--- src/rtl/ddr3_burst_pkg.sv ---
// Shared types and constants for the DDR3 burst write/read-back exerciser.
// Used by ddr3_burst_rw and ddr3_burst_pattern.
package ddr3_burst_pkg;

    typedef enum logic [2:0] {
        ST_IDLE  = 3'd0,
        ST_WRITE = 3'd1,
        ST_READ  = 3'd2,
        ST_DRAIN = 3'd3,
        ST_FIN   = 3'd4
    } burst_state_t;

    localparam logic [2:0] CMD_WR = 3'b000;
    localparam logic [2:0] CMD_RD = 3'b001;
    localparam int         PAT_W  = 32;

    function automatic logic [15:0] sat_inc16(input logic [15:0] v);
        return (v == 16'hFFFF) ? v : v + 16'd1;
    endfunction

endpackage

--- src/rtl/ddr3_burst_pattern.sv ---
// Combinational test-pattern generator: {pass_cnt, beat_idx} replicated across
// the full MIG data word.
module ddr3_burst_pattern
    import ddr3_burst_pkg::*;
#(
    parameter int DATA_W = 512
) (
    input  logic [15:0]       pass_cnt,
    input  logic [15:0]       beat_idx,
    output logic [DATA_W-1:0] word
);

    localparam int REPS = DATA_W / PAT_W;

    logic [PAT_W-1:0] unit;

    assign unit = {pass_cnt, beat_idx};
    assign word = {REPS{unit}};

endmodule

--- src/rtl/ddr3_burst_rw.sv ---
// Writes BURST_LEN pattern beats through the MIG user interface, reads them back
// and counts passes. Define DDR3_BURST_RW_CHECK_EN to compare returned read data.
module ddr3_burst_rw
    import ddr3_burst_pkg::*;
#(
    parameter int ADDR_W    = 29,
    parameter int DATA_W    = 512,
    parameter int BURST_LEN = 64,
    parameter int ADDR_STEP = 8
) (
    input  logic                ui_clk,
    input  logic                rst_n,
    input  logic                init_calib_complete,
    input  logic                start,
    input  logic [ADDR_W-1:0]   base_addr,
    output logic [ADDR_W-1:0]   app_addr,
    output logic [2:0]          app_cmd,
    output logic                app_en,
    input  logic                app_rdy,
    output logic [DATA_W-1:0]   app_wdf_data,
    output logic                app_wdf_wren,
    output logic                app_wdf_end,
    output logic [DATA_W/8-1:0] app_wdf_mask,
    input  logic                app_wdf_rdy,
    input  logic [DATA_W-1:0]   app_rd_data,
    input  logic                app_rd_data_valid,
    input  logic                app_rd_data_end,
    output logic                busy,
    output logic                done,
    output logic                err,
    output logic [15:0]         err_cnt,
    output logic [15:0]         pass_cnt
);

    localparam logic [15:0]       LAST_BEAT = 16'(BURST_LEN - 1);
    localparam logic [15:0]       BURST_CNT = 16'(BURST_LEN);
    localparam logic [ADDR_W-1:0] STEP      = ADDR_W'(ADDR_STEP);

    burst_state_t      state;
    logic [ADDR_W-1:0] base_q;
    logic [15:0]       wr_cnt;
    logic [15:0]       rd_cmd_cnt;
    logic [15:0]       rd_dat_cnt;
    logic [15:0]       wr_idx_next;
    logic [15:0]       rd_dat_next;
    logic [DATA_W-1:0] wr_pattern;
    logic              rd_beat;
    logic              calib_lost;
    logic              chk_mismatch;

    // Pattern for the beat about to be presented: beat 0 on launch, else the next one.
    assign wr_idx_next = (state == ST_IDLE) ? 16'd0 : wr_cnt + 16'd1;

    ddr3_burst_pattern #(.DATA_W(DATA_W)) u_wr_pattern (
        .pass_cnt (pass_cnt),
        .beat_idx (wr_idx_next),
        .word     (wr_pattern)
    );

    assign rd_beat     = app_rd_data_valid && (state == ST_READ || state == ST_DRAIN)
                         && (rd_dat_cnt != BURST_CNT);
    assign rd_dat_next = rd_dat_cnt + {15'd0, rd_beat};
    assign calib_lost  = !init_calib_complete
                         && (state == ST_WRITE || state == ST_READ || state == ST_DRAIN);
    assign app_wdf_mask = '0;

`ifdef DDR3_BURST_RW_CHECK_EN
    logic [DATA_W-1:0] chk_pattern;
    logic [15:0]       err_cnt_q;
    logic              unused_rd_inputs;

    // Returned data arrives in command order, so the returned-beat count is its index.
    ddr3_burst_pattern #(.DATA_W(DATA_W)) u_chk_pattern (
        .pass_cnt (pass_cnt),
        .beat_idx (rd_dat_cnt),
        .word     (chk_pattern)
    );

    assign chk_mismatch     = rd_beat && (app_rd_data != chk_pattern);
    assign err_cnt          = err_cnt_q;
    assign unused_rd_inputs = &{1'b0, app_rd_data_end};
`else
    logic unused_rd_inputs;

    assign chk_mismatch     = 1'b0;
    assign err_cnt          = '0;
    assign unused_rd_inputs = &{1'b0, app_rd_data, app_rd_data_end};
`endif

    always_ff @(posedge ui_clk or negedge rst_n) begin
        if (!rst_n) begin
            state        <= ST_IDLE;
            base_q       <= '0;
            wr_cnt       <= '0;
            rd_cmd_cnt   <= '0;
            rd_dat_cnt   <= '0;
            app_addr     <= '0;
            app_cmd      <= CMD_WR;
            app_en       <= 1'b0;
            app_wdf_data <= '0;
            app_wdf_wren <= 1'b0;
            app_wdf_end  <= 1'b0;
            busy         <= 1'b0;
            done         <= 1'b0;
            err          <= 1'b0;
            pass_cnt     <= '0;
`ifdef DDR3_BURST_RW_CHECK_EN
            err_cnt_q    <= '0;
`endif
        end else begin
            done <= 1'b0;
            if (rd_beat) begin
                rd_dat_cnt <= rd_dat_next;
            end

            if (calib_lost) begin
                // Calibration lost: abandon the pass without a done pulse.
                state        <= ST_IDLE;
                app_en       <= 1'b0;
                app_wdf_wren <= 1'b0;
                app_wdf_end  <= 1'b0;
                busy         <= 1'b0;
                err          <= 1'b1;
            end else begin
                case (state)
                    ST_IDLE: begin
                        if (start && init_calib_complete) begin
                            state        <= ST_WRITE;
                            base_q       <= base_addr;
                            wr_cnt       <= '0;
                            rd_cmd_cnt   <= '0;
                            rd_dat_cnt   <= '0;
                            app_addr     <= base_addr;
                            app_cmd      <= CMD_WR;
                            app_wdf_data <= wr_pattern;
                            app_en       <= 1'b1;
                            app_wdf_wren <= 1'b1;
                            app_wdf_end  <= 1'b1;
                            busy         <= 1'b1;
                        end
                    end

                    ST_WRITE: begin
                        if (app_rdy && app_wdf_rdy) begin
                            if (wr_cnt == LAST_BEAT) begin
                                state        <= ST_READ;
                                app_wdf_wren <= 1'b0;
                                app_wdf_end  <= 1'b0;
                                app_cmd      <= CMD_RD;
                                app_addr     <= base_q;
                            end else begin
                                wr_cnt       <= wr_idx_next;
                                app_addr     <= app_addr + STEP;
                                app_wdf_data <= wr_pattern;
                            end
                        end
                    end

                    ST_READ: begin
                        if (app_rdy) begin
                            rd_cmd_cnt <= rd_cmd_cnt + 16'd1;
                            if (rd_cmd_cnt == LAST_BEAT) begin
                                state  <= ST_DRAIN;
                                app_en <= 1'b0;
                            end else begin
                                app_addr <= app_addr + STEP;
                            end
                        end
                    end

                    ST_DRAIN: begin
                        if (rd_dat_next == BURST_CNT) begin
                            state    <= ST_FIN;
                            done     <= 1'b1;
                            pass_cnt <= pass_cnt + 16'd1;
                        end
                    end

                    ST_FIN: begin
                        state <= ST_IDLE;
                        busy  <= 1'b0;
                    end

                    default: begin
                        state <= ST_IDLE;
                    end
                endcase
            end

`ifdef DDR3_BURST_RW_CHECK_EN
            if (chk_mismatch) begin
                err       <= 1'b1;
                err_cnt_q <= sat_inc16(err_cnt_q);
            end
`endif
        end
    end

endmodule
--- config.mk ---
export PLATFORM = sky130hd
export DESIGN_NAME = ddr3_burst_rw
export DESIGN_NICKNAME = d
export VERILOG_FILES = /design/src/rtl/ddr3_burst_pkg.sv /design/src/rtl/ddr3_burst_pattern.sv /design/src/rtl/ddr3_burst_rw.sv
export SDC_FILE = /design/constraint.sdc
export NUM_CORES = 1
export LEC_CHECK = 0
export ABC_AREA = 0
export CORE_AREA = 2 2 465 467
export DETAILED_ROUTE_END_ITERATION = 10
export DIE_AREA = 0 0 467 469
export PLACE_DENSITY_LB_ADDON = 0.15
export SLEW_MARGIN = 20
export SYNTH_ARGS = -nofsm -noshare
export SYNTH_HDL_FRONTEND = slang
export SYNTH_SLANG_ARGS = --single-unit
--- constraint.sdc ---
create_clock -name ui_clk -period 4.1 [get_ports ui_clk]
set_input_delay 1.23 -clock ui_clk [delete_from_list [all_inputs] [get_ports ui_clk]]
set_output_delay 1.23 -clock ui_clk [all_outputs]
set_load 0.03 [all_outputs]
==> impl_metrics.ini <==
[worst_setup_path]
cp-end-kind = flip-flop
crit_arrival_ns = 4.26
reg2reg_depth = 13
worstSetupEndpoint = pass_cnt[1]$_DFFE_PN0P_
r2r_slack_ns = 0.24
r2r-start = rd_dat_cnt[1]$_DFF_PN0_
timing.critical_path.from = rd_dat_cnt[1]$_DFF_PN0_
cp-start-kind = flip-flop
r2r_end = pass_cnt[1]$_DFFE_PN0P_
critPathMaxFanout = 9
crit_type = reg2reg
critPathRequiredTime_ns = 4.50

[worst_hold_path]
hold_class = reg2reg
holdPathStages = 2

[clocking]
cts.clk_slew.worst_paths_ns = 0.09
cts_buffer_depth = 2
root_buffer = clkbuf_16
cts_tree = yes
htreeDepth = 4
clock_sinks = 163
insertion_delay_ns = 0.52
ctsHoldBuffers = 0
numCtsBuffers = 17

[synthesis]
async_reset_ff_share_pct = 100.0
synthTopCellsByArea = buf_4, dfrtp_1, nand2_1, xor2_1, o31ai_1
synth_warnings = 0
synth_area_leader_cell = buf_4
synth.distinct_cells = 61
synth_seq_cells = 163
syn-mean-instance-area_sq_um = 8.862
syn_inst = 1444
synthesis.area_sq_um = 12800
ys_dominant_reg_cell = dfrtp_1
synth_edf_count = 0
ys_seq_area_share_pct = 31.87
synth_top_area_share_pct = 33.03

[routing]
vias = 9857
wirelength_um = 59200
dr.pass1.iters = 4
drt-vias-per-instance = 2.215
remaining_drc_errors = 0
ant_nets = 0
post_drt_wl_per_cell_um = 13.30
drt_first_iter_violations = 374

[floorplan]
die_h_um = 469
start_util_pct = 5.987
core_region_area_sq_um = 213800
die_w_um = 467
rows = 170
design.die.area_sq_um = 219000
ios = 1195

[sta]
hold_viol = 0
post-route-period-util_pct = 94.26
slew_headroom_pct = 36.07
fin_crit_ns = 3.865
setup_ws_ns = 0.2352
clock_skew_ns = 0.02341
fmax_ghz = 0.2587
rsz0062_at_grt = no
tightest_slew_ns = 0.9516
setup-violations-final = 0
slew_violations = 0

[power_and_ir_drop]
ir_drop_uv = 342.5
total_power_mw = 5.006
power.density_nw_per_um2 = 256.5
p_leak_nw = 6.738

[finish]
area_growth_pct = 52.51
stdcell_count = 4451
final_layout_size_suffix_gt1_share_pct = 10.69
final_common_cell = clkdlybuf4s50_1
fin_util_pct = 9.130
layout_common_cells = clkdlybuf4s50_1, dfrtp_1, nand2_1
post-route-cell-area_sq_um = 19520
finalNetCount = 2151
num-fill-cells = 24780

[status]
status = finished, final reports clean

[global_routing]
overflow = 0
grt.total_usage_pct = 5.168
gr-usage-met3_pct = 1.690
grt_busiest_layer = met2
grt_max_degree = 70
antenna_found_initial = 18
grt_first_pass_wirelength_um = 78990
grt_use_met2_pct = 8.784
grt_util_met1_pct = 6.303
first_global_vias = 9659

[place]
io_buffer_count = 599
gp_congestion = 0.6354
dp_hpwl_um = 45440
placed_cells = 4414
post-place-ws_ns = -0.3051
place_area_sq_um = 18860

[job]
drv_cap = 0
==> worst max-delay path, stage by stage (launching register included) <==
cell and delay [ns]:
dfrtp_1 0.39, or4b_4 0.57, nor4_4 0.17, buf_4 0.15, a31oi_1 0.09, ha_2 0.20, ha_1 0.21, or3_1 0.37
a211o_1 0.33, a2111oi_4 0.40, o2111ai_4 0.20, buf_12 0.20, nor2_2 0.13, mux2_2 0.34
==> timing repair <==
item,4_1_cts,5_1_grt
endpoints found under the hold margin,0,0
pin swaps,1,1
gates resized for setup,3,0
endpoints found under the setup margin,13,3
setup buffers,1,0
==> cells by family after synthesis <==
logic type	after synthesis	synth area share (%)
buf+inv	631	35.27
simple gates	367	14.67
compound gates	163	9.210
flops	163	31.87
xor+xnor	79	5.407
mux	34	2.962
fa+ha+maj	6	0.5866
other cells	1	0.02930
==> sequential cells by signal, summed over array words and instances (netlist names), 3 cells and up <==
| register | count |
|---|---|
| app_wdf_data | 32 |
| app_addr | 29 |
| base_q | 29 |
| pass_cnt | 16 |
| rd_cmd_cnt | 16 |
| rd_dat_cnt | 16 |
| wr_cnt | 16 |
| state | 3 |
==> where the power goes <==
group          total (mW)  internal (mW)  switching [mW]
sequential           1.92           1.74           0.176
combinational        1.26          0.458           0.803
clock                1.83          0.844           0.985
total                5.01           3.04            1.96
==> synth_stat cells, types with 11 or more instances <==
cell type,count
buf_4,563
dfrtp_1,163
nand2_1,137
nor2_1,72
xor2_1,51
o31ai_1,48
o21ai_0,38
clkbuf_1,35
nand3_1,35
mux2_2,31
nand4_1,28
xnor2_1,28
a221oi_1,23
and3_1,16
a21oi_1,14
buf_2,13
inv_1,12
and2_1,11
==> worst min path at each step <==
| stage | startpoint | to | slack [ns] |
|---|---|---|---|
| after floorplan | base_q[3]$_DFFE_PN0P_ | base_q[3]$_DFFE_PN0P_ | 0.48 |
| after global placement | app_wdf_data[503]$_DFFE_PN0P_ | app_wdf_data[503]$_DFFE_PN0P_ | 0.47 |
| after detailed placement | app_wdf_data[503]$_DFFE_PN0P_ | app_wdf_data[503]$_DFFE_PN0P_ | 0.46 |
| final | app_wdf_data[494]$_DFFE_PN0P_ | app_wdf_data[494]$_DFFE_PN0P_ | 0.48 |
| after CTS | app_wdf_data[503]$_DFFE_PN0P_ | app_wdf_data[503]$_DFFE_PN0P_ | 0.49 |
| after global routing | app_wdf_data[503]$_DFFE_PN0P_ | app_wdf_data[503]$_DFFE_PN0P_ | 0.52 |
==> per-stage QoR <==
| step | TNS, ns | hold slack [ns] |
|---|---|---|
| finish | 0 | 0.4803 |
| global route | 0 | 0.5208 |
| CTS | 0 | 0.4860 |
| detailed placement | -3.272 | 0.4640 |
| global placement | -3.176 | 0.4652 |
| floorplan | 0 | 0.4807 |
==> routing by layer <==
metal	up-vias	part of all wire, %
li1	4522	-
met1	4764	42
met2	514	48
met3	45	8.3
met4	12	1.3
met5	-	0.13
==> area by class of cell <==
type	instances	area (sq um)	area share, %
Sequential cell	163	4080	20.91
Tap cell	2838	3551	18.19
Multi-Input combinational cell	731	4559	23.36
Antenna cell	4	10.01	0.05129
Inverter	12	45.04	0.2308
Clock buffer	17	425.4	2.180
Timing Repair Buffer	671	6650	34.07
Clock inverter	15	196.4	1.006
Power figures use the tool's default switching activity.
